## src/rtl/arith_pkg.sv

```systemverilog
// Shared definitions for the arithmetic command issuer: op codes, status bit
// positions, the queued command record and the issue FSM states.
package arith_pkg;

    localparam int ARITH_W = 32;

    localparam logic [3:0] OP_BITWISE_SHIFT = 4'd0;
    localparam logic [3:0] OP_COMPARE_AS    = 4'd1;
    localparam logic [3:0] OP_DIVIDE        = 4'd2;
    localparam logic [3:0] OP_ZM_TO_U2      = 4'd3;

    localparam int ERROR      = 3;
    localparam int NOT_EVEN_1 = 2;
    localparam int ZEROS      = 1;
    localparam int OVERFLOW   = 0;

    typedef struct packed {
        logic [ARITH_W-1:0] a;
        logic [ARITH_W-1:0] b;
        logic [3:0]         op;
        logic [3:0]         tag;
    } cmd_t;

    typedef enum logic [1:0] {
        S_IDLE,
        S_EXEC,
        S_RESP
    } state_t;

endpackage

```

## src/rtl/arith_cmd_issuer_if.sv

```systemverilog
// Command, arithmetic-unit and response signals of the issuer bundled together;
// slave is the issuer side, master is the side that feeds and drains it.
interface arith_cmd_issuer_if #(
    parameter int M = 32
);
    logic         i_cmd_valid;
    logic         o_cmd_ready;
    logic [M-1:0] i_cmd_a;
    logic [M-1:0] i_cmd_b;
    logic [3:0]   i_cmd_op;
    logic [M-1:0] o_alu_a;
    logic [M-1:0] o_alu_b;
    logic [3:0]   o_alu_op;
    logic [M-1:0] i_alu_result;
    logic [3:0]   i_alu_status;
    logic         o_res_valid;
    logic         i_res_ready;
    logic [M-1:0] o_res_data;
    logic [3:0]   o_res_status;
    logic [3:0]   o_res_tag;
    logic         o_busy;

    modport slave (
        input  i_cmd_valid, i_cmd_a, i_cmd_b, i_cmd_op,
        input  i_alu_result, i_alu_status, i_res_ready,
        output o_cmd_ready, o_alu_a, o_alu_b, o_alu_op,
        output o_res_valid, o_res_data, o_res_status, o_res_tag, o_busy
    );

    modport master (
        output i_cmd_valid, i_cmd_a, i_cmd_b, i_cmd_op,
        output i_alu_result, i_alu_status, i_res_ready,
        input  o_cmd_ready, o_alu_a, o_alu_b, o_alu_op,
        input  o_res_valid, o_res_data, o_res_status, o_res_tag, o_busy
    );
endinterface

```

## src/rtl/arith_cmd_fifo.sv

```systemverilog
// Show-ahead FIFO: the head entry is always visible on dout while not empty.
// Full/empty come from the registered count, so a pop never frees room for a same-cycle push.
module arith_cmd_fifo #(
    parameter int W     = 8,
    parameter int DEPTH = 4
) (
    input  logic                     clk,
    input  logic                     i_reset,
    input  logic                     push,
    input  logic [W-1:0]             din,
    input  logic                     pop,
    output logic [W-1:0]             dout,
    output logic                     full,
    output logic                     empty,
    output logic [$clog2(DEPTH):0]   count
);
    localparam int PW = $clog2(DEPTH);

    logic [W-1:0]  mem [DEPTH];
    logic [PW-1:0] wr_ptr;
    logic [PW-1:0] rd_ptr;
    logic          do_push;
    logic          do_pop;

    assign full    = (count == (PW+1)'(DEPTH));
    assign empty   = (count == '0);
    assign do_push = push && !full;
    assign do_pop  = pop && !empty;
    assign dout    = mem[rd_ptr];

    always_ff @(posedge clk) begin
        if (do_push) begin
            mem[wr_ptr] <= din;
        end
    end

    always_ff @(posedge clk or negedge i_reset) begin
        if (!i_reset) begin
            wr_ptr <= '0;
            rd_ptr <= '0;
            count  <= '0;
        end else begin
            if (do_push) begin
                wr_ptr <= wr_ptr + 1'b1;
            end
            if (do_pop) begin
                rd_ptr <= rd_ptr + 1'b1;
            end
            case ({do_push, do_pop})
                2'b10:   count <= count + 1'b1;
                2'b01:   count <= count - 1'b1;
                default: count <= count;
            endcase
        end
    end

endmodule

```

## src/rtl/arith_cmd_issuer.sv

```systemverilog
// Command-side front end for the arithmetic unit: queues commands, issues one at a
// time with an op-dependent hold window, and returns the captured result with a tag.
module arith_cmd_issuer
    import arith_pkg::*;
#(
    parameter int M       = ARITH_W,
    parameter int DEPTH   = 4,
    parameter int ALU_LAT = 3,
    parameter int DIV_LAT = 35
) (
    input logic               clk,
    input logic               i_reset,
    arith_cmd_issuer_if.slave bus
);
    localparam int MAX_LAT = (ALU_LAT > DIV_LAT) ? ALU_LAT : DIV_LAT;
    localparam int CW      = $clog2(MAX_LAT) + 1;
    localparam int PW      = $clog2(DEPTH);

    state_t        state;
    state_t        next_state;
    cmd_t          new_cmd;
    cmd_t          head;
    cmd_t          issue;
    logic          fifo_full;
    logic          fifo_empty;
    logic [PW:0]   count;
    logic          push;
    logic          launch;
    logic          capture;
    logic [CW-1:0] wait_cnt;
    logic [3:0]    tag_cnt;
    logic          res_valid;
    logic [M-1:0]  res_data;
    logic [3:0]    res_status;
    logic [3:0]    res_tag;

    assign bus.o_cmd_ready = !fifo_full;
    assign push            = bus.i_cmd_valid && !fifo_full;
    assign new_cmd         = '{a: bus.i_cmd_a, b: bus.i_cmd_b, op: bus.i_cmd_op, tag: tag_cnt};

    // A launch happens from idle, or straight out of a consumed response so
    // back-to-back commands never spend a cycle in S_IDLE.
    assign launch  = !fifo_empty &&
                     ((state == S_IDLE) || ((state == S_RESP) && bus.i_res_ready));
    assign capture = (state == S_EXEC) && (wait_cnt == '0);

    arith_cmd_fifo #(
        .W     ($bits(cmd_t)),
        .DEPTH (DEPTH)
    ) u_fifo (
        .clk     (clk),
        .i_reset (i_reset),
        .push    (push),
        .din     (new_cmd),
        .pop     (launch),
        .dout    (head),
        .full    (fifo_full),
        .empty   (fifo_empty),
        .count   (count)
    );

    always_ff @(posedge clk or negedge i_reset) begin
        if (!i_reset) begin
            state <= S_IDLE;
        end else begin
            state <= next_state;
        end
    end

    always_comb begin
        next_state = state;
        case (state)
            S_IDLE:  if (!fifo_empty) next_state = S_EXEC;
            S_EXEC:  if (wait_cnt == '0) next_state = S_RESP;
            S_RESP:  if (bus.i_res_ready) next_state = fifo_empty ? S_IDLE : S_EXEC;
            default: next_state = S_IDLE;
        endcase
    end

    always_comb begin
        bus.o_alu_a  = '0;
        bus.o_alu_b  = '0;
        bus.o_alu_op = OP_ZM_TO_U2;
        bus.o_busy   = (state != S_IDLE) || (count != '0);
        if (state == S_EXEC) begin
            bus.o_alu_a  = issue.a;
            bus.o_alu_b  = issue.b;
            bus.o_alu_op = issue.op;
        end
    end

    // The wait counter is loaded with LAT-1 at launch, so capture lands exactly
    // LAT edges after the launch edge.
    always_ff @(posedge clk or negedge i_reset) begin
        if (!i_reset) begin
            issue      <= '0;
            wait_cnt   <= '0;
            tag_cnt    <= '0;
            res_valid  <= 1'b0;
            res_data   <= '0;
            res_status <= '0;
            res_tag    <= '0;
        end else begin
            if (push) begin
                tag_cnt <= tag_cnt + 1'b1;
            end
            if (launch) begin
                issue    <= head;
                wait_cnt <= (head.op == OP_DIVIDE) ? CW'(DIV_LAT - 1) : CW'(ALU_LAT - 1);
            end else if ((state == S_EXEC) && (wait_cnt != '0)) begin
                wait_cnt <= wait_cnt - 1'b1;
            end
            if (capture) begin
                res_valid  <= 1'b1;
                res_data   <= bus.i_alu_result;
                res_status <= bus.i_alu_status;
                res_tag    <= issue.tag;
            end else if ((state == S_RESP) && bus.i_res_ready) begin
                res_valid  <= 1'b0;
            end
        end
    end

    assign bus.o_res_valid  = res_valid;
    assign bus.o_res_data   = res_data;
    assign bus.o_res_status = res_status;
    assign bus.o_res_tag    = res_tag;

endmodule

```

## src/flat_wrapper.sv

```systemverilog
// flat-port wrapper written by rule: the top's interface ports become plain ports
module arith_cmd_issuer_flat import arith_pkg::*;
#(
    parameter int M       = ARITH_W,
    parameter int DEPTH   = 4,
    parameter int ALU_LAT = 3,
    parameter int DIV_LAT = 35
)
  (clk, i_reset, bus_i_cmd_valid, bus_i_cmd_a, bus_i_cmd_b, bus_i_cmd_op, bus_i_alu_result, bus_i_alu_status, bus_i_res_ready, bus_o_cmd_ready, bus_o_alu_a, bus_o_alu_b, bus_o_alu_op, bus_o_res_valid, bus_o_res_data, bus_o_res_status, bus_o_res_tag, bus_o_busy);
  arith_cmd_issuer_if #(.M(M)) bus_i ();
  input logic clk;
  input logic i_reset;
  input wire logic [$bits(bus_i.i_cmd_valid)-1:0] bus_i_cmd_valid;
  input wire logic [$bits(bus_i.i_cmd_a)-1:0] bus_i_cmd_a;
  input wire logic [$bits(bus_i.i_cmd_b)-1:0] bus_i_cmd_b;
  input wire logic [$bits(bus_i.i_cmd_op)-1:0] bus_i_cmd_op;
  input wire logic [$bits(bus_i.i_alu_result)-1:0] bus_i_alu_result;
  input wire logic [$bits(bus_i.i_alu_status)-1:0] bus_i_alu_status;
  input wire logic [$bits(bus_i.i_res_ready)-1:0] bus_i_res_ready;
  output wire logic [$bits(bus_i.o_cmd_ready)-1:0] bus_o_cmd_ready;
  output wire logic [$bits(bus_i.o_alu_a)-1:0] bus_o_alu_a;
  output wire logic [$bits(bus_i.o_alu_b)-1:0] bus_o_alu_b;
  output wire logic [$bits(bus_i.o_alu_op)-1:0] bus_o_alu_op;
  output wire logic [$bits(bus_i.o_res_valid)-1:0] bus_o_res_valid;
  output wire logic [$bits(bus_i.o_res_data)-1:0] bus_o_res_data;
  output wire logic [$bits(bus_i.o_res_status)-1:0] bus_o_res_status;
  output wire logic [$bits(bus_i.o_res_tag)-1:0] bus_o_res_tag;
  output wire logic [$bits(bus_i.o_busy)-1:0] bus_o_busy;
  assign bus_i.i_cmd_valid = bus_i_cmd_valid;
  assign bus_i.i_cmd_a = bus_i_cmd_a;
  assign bus_i.i_cmd_b = bus_i_cmd_b;
  assign bus_i.i_cmd_op = bus_i_cmd_op;
  assign bus_i.i_alu_result = bus_i_alu_result;
  assign bus_i.i_alu_status = bus_i_alu_status;
  assign bus_i.i_res_ready = bus_i_res_ready;
  assign bus_o_cmd_ready = bus_i.o_cmd_ready;
  assign bus_o_alu_a = bus_i.o_alu_a;
  assign bus_o_alu_b = bus_i.o_alu_b;
  assign bus_o_alu_op = bus_i.o_alu_op;
  assign bus_o_res_valid = bus_i.o_res_valid;
  assign bus_o_res_data = bus_i.o_res_data;
  assign bus_o_res_status = bus_i.o_res_status;
  assign bus_o_res_tag = bus_i.o_res_tag;
  assign bus_o_busy = bus_i.o_busy;
  arith_cmd_issuer #(.M(M), .DEPTH(DEPTH), .ALU_LAT(ALU_LAT), .DIV_LAT(DIV_LAT)) u_core (.clk(clk), .i_reset(i_reset), .bus(bus_i));
endmodule
```

## config.mk

```make
export PLATFORM = sky130hd
export DESIGN_NAME = arith_cmd_issuer_flat
export DESIGN_NICKNAME = d
export VERILOG_FILES = /design/src/rtl/arith_pkg.sv /design/src/rtl/arith_cmd_issuer_if.sv /design/src/rtl/arith_cmd_fifo.sv /design/src/rtl/arith_cmd_issuer.sv /design/src/flat_wrapper.sv
export SDC_FILE = /design/constraint.sdc
export NUM_CORES = 1
export LEC_CHECK = 0
export CORE_ASPECT_RATIO = 0.8
export CORE_MARGIN = 8
export CORE_UTILIZATION = 61
export CTS_BUF_LIST = sky130_fd_sc_hd__clkbuf_2 sky130_fd_sc_hd__clkbuf_4 sky130_fd_sc_hd__clkbuf_8
export CTS_CLUSTER_SIZE = 10
export DETAILED_ROUTE_END_ITERATION = 10
export PLACE_DENSITY_LB_ADDON = 0.25
export REMOVE_ABC_BUFFERS = 1
export SLEW_MARGIN = 20
export SYNTH_ARGS = -nofsm -noshare
export SYNTH_HDL_FRONTEND = slang
export SYNTH_SLANG_ARGS = --single-unit
```

## constraint.sdc

```tcl
create_clock -name clk -period 5.3 [get_ports clk]
set_input_delay 0.53 -clock clk [delete_from_list [all_inputs] [get_ports clk]]
set_output_delay 0.53 -clock clk [all_outputs]
set_load 0.05 [all_outputs]
```

**Word-level counts from Yosys, hierarchy flattened**

Memories as Yosys holds them, arrays and structs flattened.
Index checks and enable logic that the tools add are counted.

- Add/subtract/negate cells: 6
- $mul: 0
- Div/mod/pow operators: 0
- Order comparisons: 0
- Equal/unequal tests: 9
- Shifts and indexed selects: 0
- Muxes and demuxes: 16
- Bitwise gates (word level): 0
- Reduce and logical (&&, ||, !) cells: 21

Operators by type and width:

| kind | count |
|---|---|
| 2-to-1 mux 32 bit | 2 |
| 2-to-1 mux 7 bit | 2 |
| nonzero test 2 bit | 4 |
| logical AND 1 bit | 7 |
| zero test 7 bit | 1 |
| nonzero test 7 bit | 1 |
| subtractor 7 x 1 -> 7 bit (second input constant) | 1 |
| 2-to-1 mux 2 bit | 3 |
| 2-to-1 mux 6 bit | 1 |
| one-hot mux 2 bit (3 select lines) | 1 |
| one-hot mux 3 bit (2 select lines) | 1 |
| 2-to-1 mux 1 bit | 5 |
| adder 2 x 1 -> 2 bit (second input constant) | 2 |
| adder 4 x 1 -> 4 bit (second input constant) | 1 |
| equality test 2 x 1 -> 1 bit (second input constant) | 2 |
| equality test 2 bit (second input constant) | 2 |
| equality test 4 x 2 -> 1 bit (second input constant) | 1 |
| 2-to-1 mux 4 bit | 1 |
| != test 2 bit (second input constant) | 2 |
| adder 3 x 1 -> 3 bit (second input constant) | 1 |
| equality test 3 bit (second input constant) | 1 |
| zero test 3 bit | 1 |
| AND reduction 3 bit | 1 |
| nonzero test 3 bit | 1 |
| 5 further kinds | 7 |

- Register bits after elaboration: 133
- Bits in latches: 0
- RAM bits: 288
- Bits in read-only memories: 0
- Input port bits: 108
- Output and inout bits: 111
- Word-level logic and storage cells: 67
- Memories kept: 1

Memory list:

| name | words | width | read ports | clocked after Yosys merged registers in | write ports | RTL line | RTL |
|---|---|---|---|---|---|---|---|
| u_core.u_fifo.mem | 4 | 72 | 1 | 0 | 1 | arith_cmd_fifo.sv:19 | `logic [W-1:0] mem [DEPTH];` |

**Logic depth before layout (Yosys ltp)**

- Depth in word-level cells: 7
- Gate-level depth with buffers: 10
- Depth with buffers taken out: 8

**Cells and area by module**

Synthesis repeated with hierarchy kept, for this count alone.

- Cell total of the unflattened synthesis: 957
- Area, all modules: 16,415.7 um^2

Modules (own cells, without submodules):

| module | times used | cells an instance | area each (um^2) | sequential area each (um^2) |
|---|---|---|---|---|
| arith_cmd_fifo | 1 | 414 | 10,816.6 | 8,823.5 |
| arith_cmd_issuer | 1 | 543 | 5,599.1 | 3,153.0 |

**Least setup slack after synthesis**

Ideal clock, no wire load.

- Path kind: input to register
- Start: input port bus_i_cmd_valid
- End: memory u_core.u_fifo.mem[0][0] (netlist bit) (enable)
- Library setup time: 0.438 ns
- Arrival: 2.853 ns
- Required time: 4.862 ns
- Path slack: 2.009 ns
- Stages on the path: 3
- Path buffers: 1
- Cells stage by stage: a21boi_0 clkbuf_1 and2_1

- Cells in the longest elaborated chain, start to end: 4

RTL lines:

| element | RTL line | RTL |
|---|---|---|
| start: declaration | flat_wrapper.sv:13 | `input wire logic [$bits(bus_i.i_cmd_valid)-1:0] bus_i_cmd_valid;` |
| logical AND 1 bit | arith_cmd_issuer.sv:38 | `assign push = bus.i_cmd_valid && !fifo_full;` |
| logical AND 1 bit | arith_cmd_fifo.sv:27 | `assign do_push = push && !full;` |
| 2-to-1 mux 1 bit | arith_cmd_fifo.sv:32 | `if (do_push) begin` |
| 2-to-1 mux 1 bit (not written as such) | arith_cmd_fifo.sv:33 | `mem[wr_ptr] <= din;` |
| end: declaration | arith_cmd_fifo.sv:19 |  |

Every way passes these cells.

**Final worst setup path**

- Start: register u_core.state[0]
- End: output port bus_o_alu_b[21]

- Cells in the longest elaborated chain, start to end: 2

RTL lines:

| element | RTL line | RTL |
|---|---|---|
| start: declaration | arith_cmd_issuer.sv:19 | `state_t state;` |
| start signal: assignment | arith_cmd_issuer.sv:66 | `state <= next_state;` |
| equality test 2 x 1 -> 1 bit | arith_cmd_issuer.sv:85 | `if (state == S_EXEC) begin` |
| 2-to-1 mux 32 bit | arith_cmd_issuer.sv:85 |  |
| end: declaration | flat_wrapper.sv:22 | `output wire logic [$bits(bus_i.o_alu_b)-1:0] bus_o_alu_b;` |

Every way passes these cells.

==> impl_metrics.tcl <==
set metrics [dict create \
    outcome "complete, no violations" \
    synth_top_area_frac 0.530 \
    fin_nets 1306 \
    total_power_mw 7.64 \
    design_area_um2 20100 \
    grt_pass1_vias 9188 \
    worstSetupStartpointType "flip-flop" \
    postCtsSetupBuffers 0 \
    cts_tree "built" \
    die_x_um 199 \
    max_stage_delay_ns 0.81 \
    placed_area_um2 18800 \
    start_util 0.621 \
    antenna_left 0 \
    grt_max_degree 93 \
    finalSetupTns_ns 0 \
    clk_path_buf_depth 3 \
    finalClockSkew_ns 0.0132 \
    core-area_um2 26300 \
    maxSlewViolCount 0 \
    final_common_cell "edfxtp_1" \
    drt-total-wl_mm 33.9 \
    finalNonFillerCells 1597 \
    p_leak_nw 7.90 \
    p_per_area_nw_per_um2 381 \
    drt_first_pass_iters 7 \
    min_period_over_period 0.701 \
    gr-usage-met3 0.0525 \
    cts_made_buffers 61 \
    rsz0062_at_grt "no" \
    setup_viol 0 \
    dpl.hpwl_mm 20.5 \
    track_usage 0.212 \
    yosys.area.top_type "edfxtp_1" \
    cts_hold_buf 0 \
    cpMaxStageDelayCell "clkdlybuf4s50_1" \
    ir_drop_mv 0.259 \
    crit_required_ns 4.77 \
    gp_congestion 0.751 \
    worstMarginPinSlew_ns 0.993 \
    port_buffers 218 \
    max_slew_margin 0.338 \
    critical_path_class "flip-flop to output pin" \
    hold_class "input pin to asynchronous set/reset pin" \
    cap_viol_max_count 0 \
    syn_area_um2 16300 \
    htree_levels 2 \
    preCtsSetupSlack_ns 2.19 \
    arrival_ns 3.19 \
    finalWorstSetupSlack_ns 1.58 \
    end_kind "output pin" \
    clk_latency_ns 0.59 \
    ys_ff_latch 421 \
    cts-root-buf "clkbuf_8" \
    clock-sinks 421 \
    die_h_um 162 \
    final_cell_mix "edfxtp_1 (288), nand2_1 (223), clkdlybuf4s50_1 (217)" \
    synthToLayoutAreaGrowth_pct 23.0 \
    grt_overflow 0 \
    grt_pass1_wl_mm 52.9 \
    cp_cell_sequence "nor2b_4 > buf_4 > and2_1 > clkdlybuf4s50_1" \
    die_area_um2 32300 \
    diodes 0 \
    routedWlPerCell_um 21.2 \
    cts.reportedPaths.clkPinSlew_ns 0.06 \
    yosys-top-cells-area "edfxtp_1 (53%), dfrtp_1 (20%), mux4_2 (9.9%), nand2_1 (5.1%), mux2_4 (3.7%)" \
    final_core_util 0.764 \
    top_usage_layer "met2" \
    rows 53 \
    io_pins 219 \
    cp_max_fo 43 \
    grt_use_met1 0.289 \
    place_inst 1483 \
    fin_worst_hold_slack_ns 0.0572 \
    yosys.cell_types.count 41 \
    max_freq_ghz 0.269 \
    route.vias.total 8712 \
    syn_inst 944 \
    antenna_found_initial 5 \
    seq_area_frac_synth 0.734 \
    first_iter_violations 592 \
    finalHoldViolCount 0 \
    grt_util_met2 0.344 \
    vias_per_cell 5.46 \
    ys_warn_count 0 \
    min_period_ns 3.72 \
    drc 0 \
    cts_resized 0 \
    drive_gt1_frac 0.199 \
    syn_area_per_cell_um2 17.3 \
]
-- flip-flops by register name, indices dropped and copies added (netlist names) --
register and cells:
u_core.u_fifo.mem 288, u_core.bus.o_res_status 4, u_core.state 2, u_core.u_fifo.wr_ptr 2, u_core.issue 72, u_core.bus.o_res_data 32, u_core.bus.o_res_valid 1, u_core.u_fifo.count 3
u_core.u_fifo.rd_ptr 2, u_core.tag_cnt 4, u_core.bus.o_res_tag 4, u_core.wait_cnt 7
-- cells in the mapped netlist --
cell type,count
edfxtp_1,288
nand2_1,223
dfrtp_1,133
mux4_2,72
and2_1,70
mux2_4,40
clkbuf_1,25
buf_2,15
nor2_1,9
ha_1,8
xnor2_1,8
inv_1,6
buf_12,4
xor2_1,4
mux2_2,3
nor3_1,3
o211ai_1,3
o21ai_0,3
nand2b_1,2
nor2b_1,2
o31a_1,2
or4_1,2
a21boi_0,1
a21oi_1,1
buf_1,1
buf_6,1
buf_8,1
fa_1,1
inv_2,1
nand2_8,1
nand4_1,1
nor2_8,1
nor4_1,1
o211ai_2,1
o21ai_2,1
o31ai_1,1
o41ai_1,1
or2_2,1
or2b_2,1
or3_1,1
or4_2,1
-- worst max-delay path: cells and delay by family, from the launching register on --
| kind | cells | cell delay (ns) |
|---|---|---|
| buffers and inverters | 2 | 1.27 |
| DFF | 1 | 0.41 |
| and+or+nand+nor | 2 | 0.86 |
-- worst paths after layout --
kind / startpoint / to / slack [ns] / cells after the start
setup / recovery: u_core.state[0] / bus_o_alu_b[21] / 1.58 / 4
hold / removal: i_reset / u_core.issue[41] / 0.06 / 1
setup reg to reg: u_core.state[0] / u_core.bus.o_res_data[30] / 2.78 / 4
hold reg to reg: u_core.issue[63] / u_core.issue[63] / 0.46 / 2
max in group asynchronous: i_reset / u_core.u_fifo.count[0] / 4.08 / 2
min in group clk: u_core.issue[63] / u_core.issue[63] / 0.46 / 2
-- logic make-up (layout without fill, tap and decap cells) --
logic type,after synthesis,after routing,synth area share
simple gates,319,319,0.0887
compound gates,14,14,0.00644
xor+xnor,12,12,0.00644
flops,421,421,0.734
fa+ha+maj,9,9,0.00736
buf+inv,54,350,0.0187
mux,115,115,0.138
-- report_power, final --
group / internal [mW] / leakage [nW] / switching (mW)
registers: 4.09 / 4.37 / 0.146
clock network: 1.44 / 0.685 / 1.17
logic: 0.326 / 2.84 / 0.480
-- layout make-up --
class / count / area, µm²
repair buffers: 229 / 2280
clock inverters: 16 / 71.3
fillers: 1552 / 6190
well taps: 357 / 447
inverters: 7 / 27.5
multi-input cells: 469 / 4060
clock buffers: 98 / 1200
flip-flops and latches: 421 / 12000
-- routing by layer --
layer / vias up / wire length (µm) / part of all wire
li1: 3932 / - / -
met4: 10 / 502 / 0.015
met5: - / 69 / 0.0020
met2: 289 / 16800 / 0.49
met3: 57 / 2360 / 0.070
met1: 4424 / 14200 / 0.42
Power figures use the tool's default switching activity.
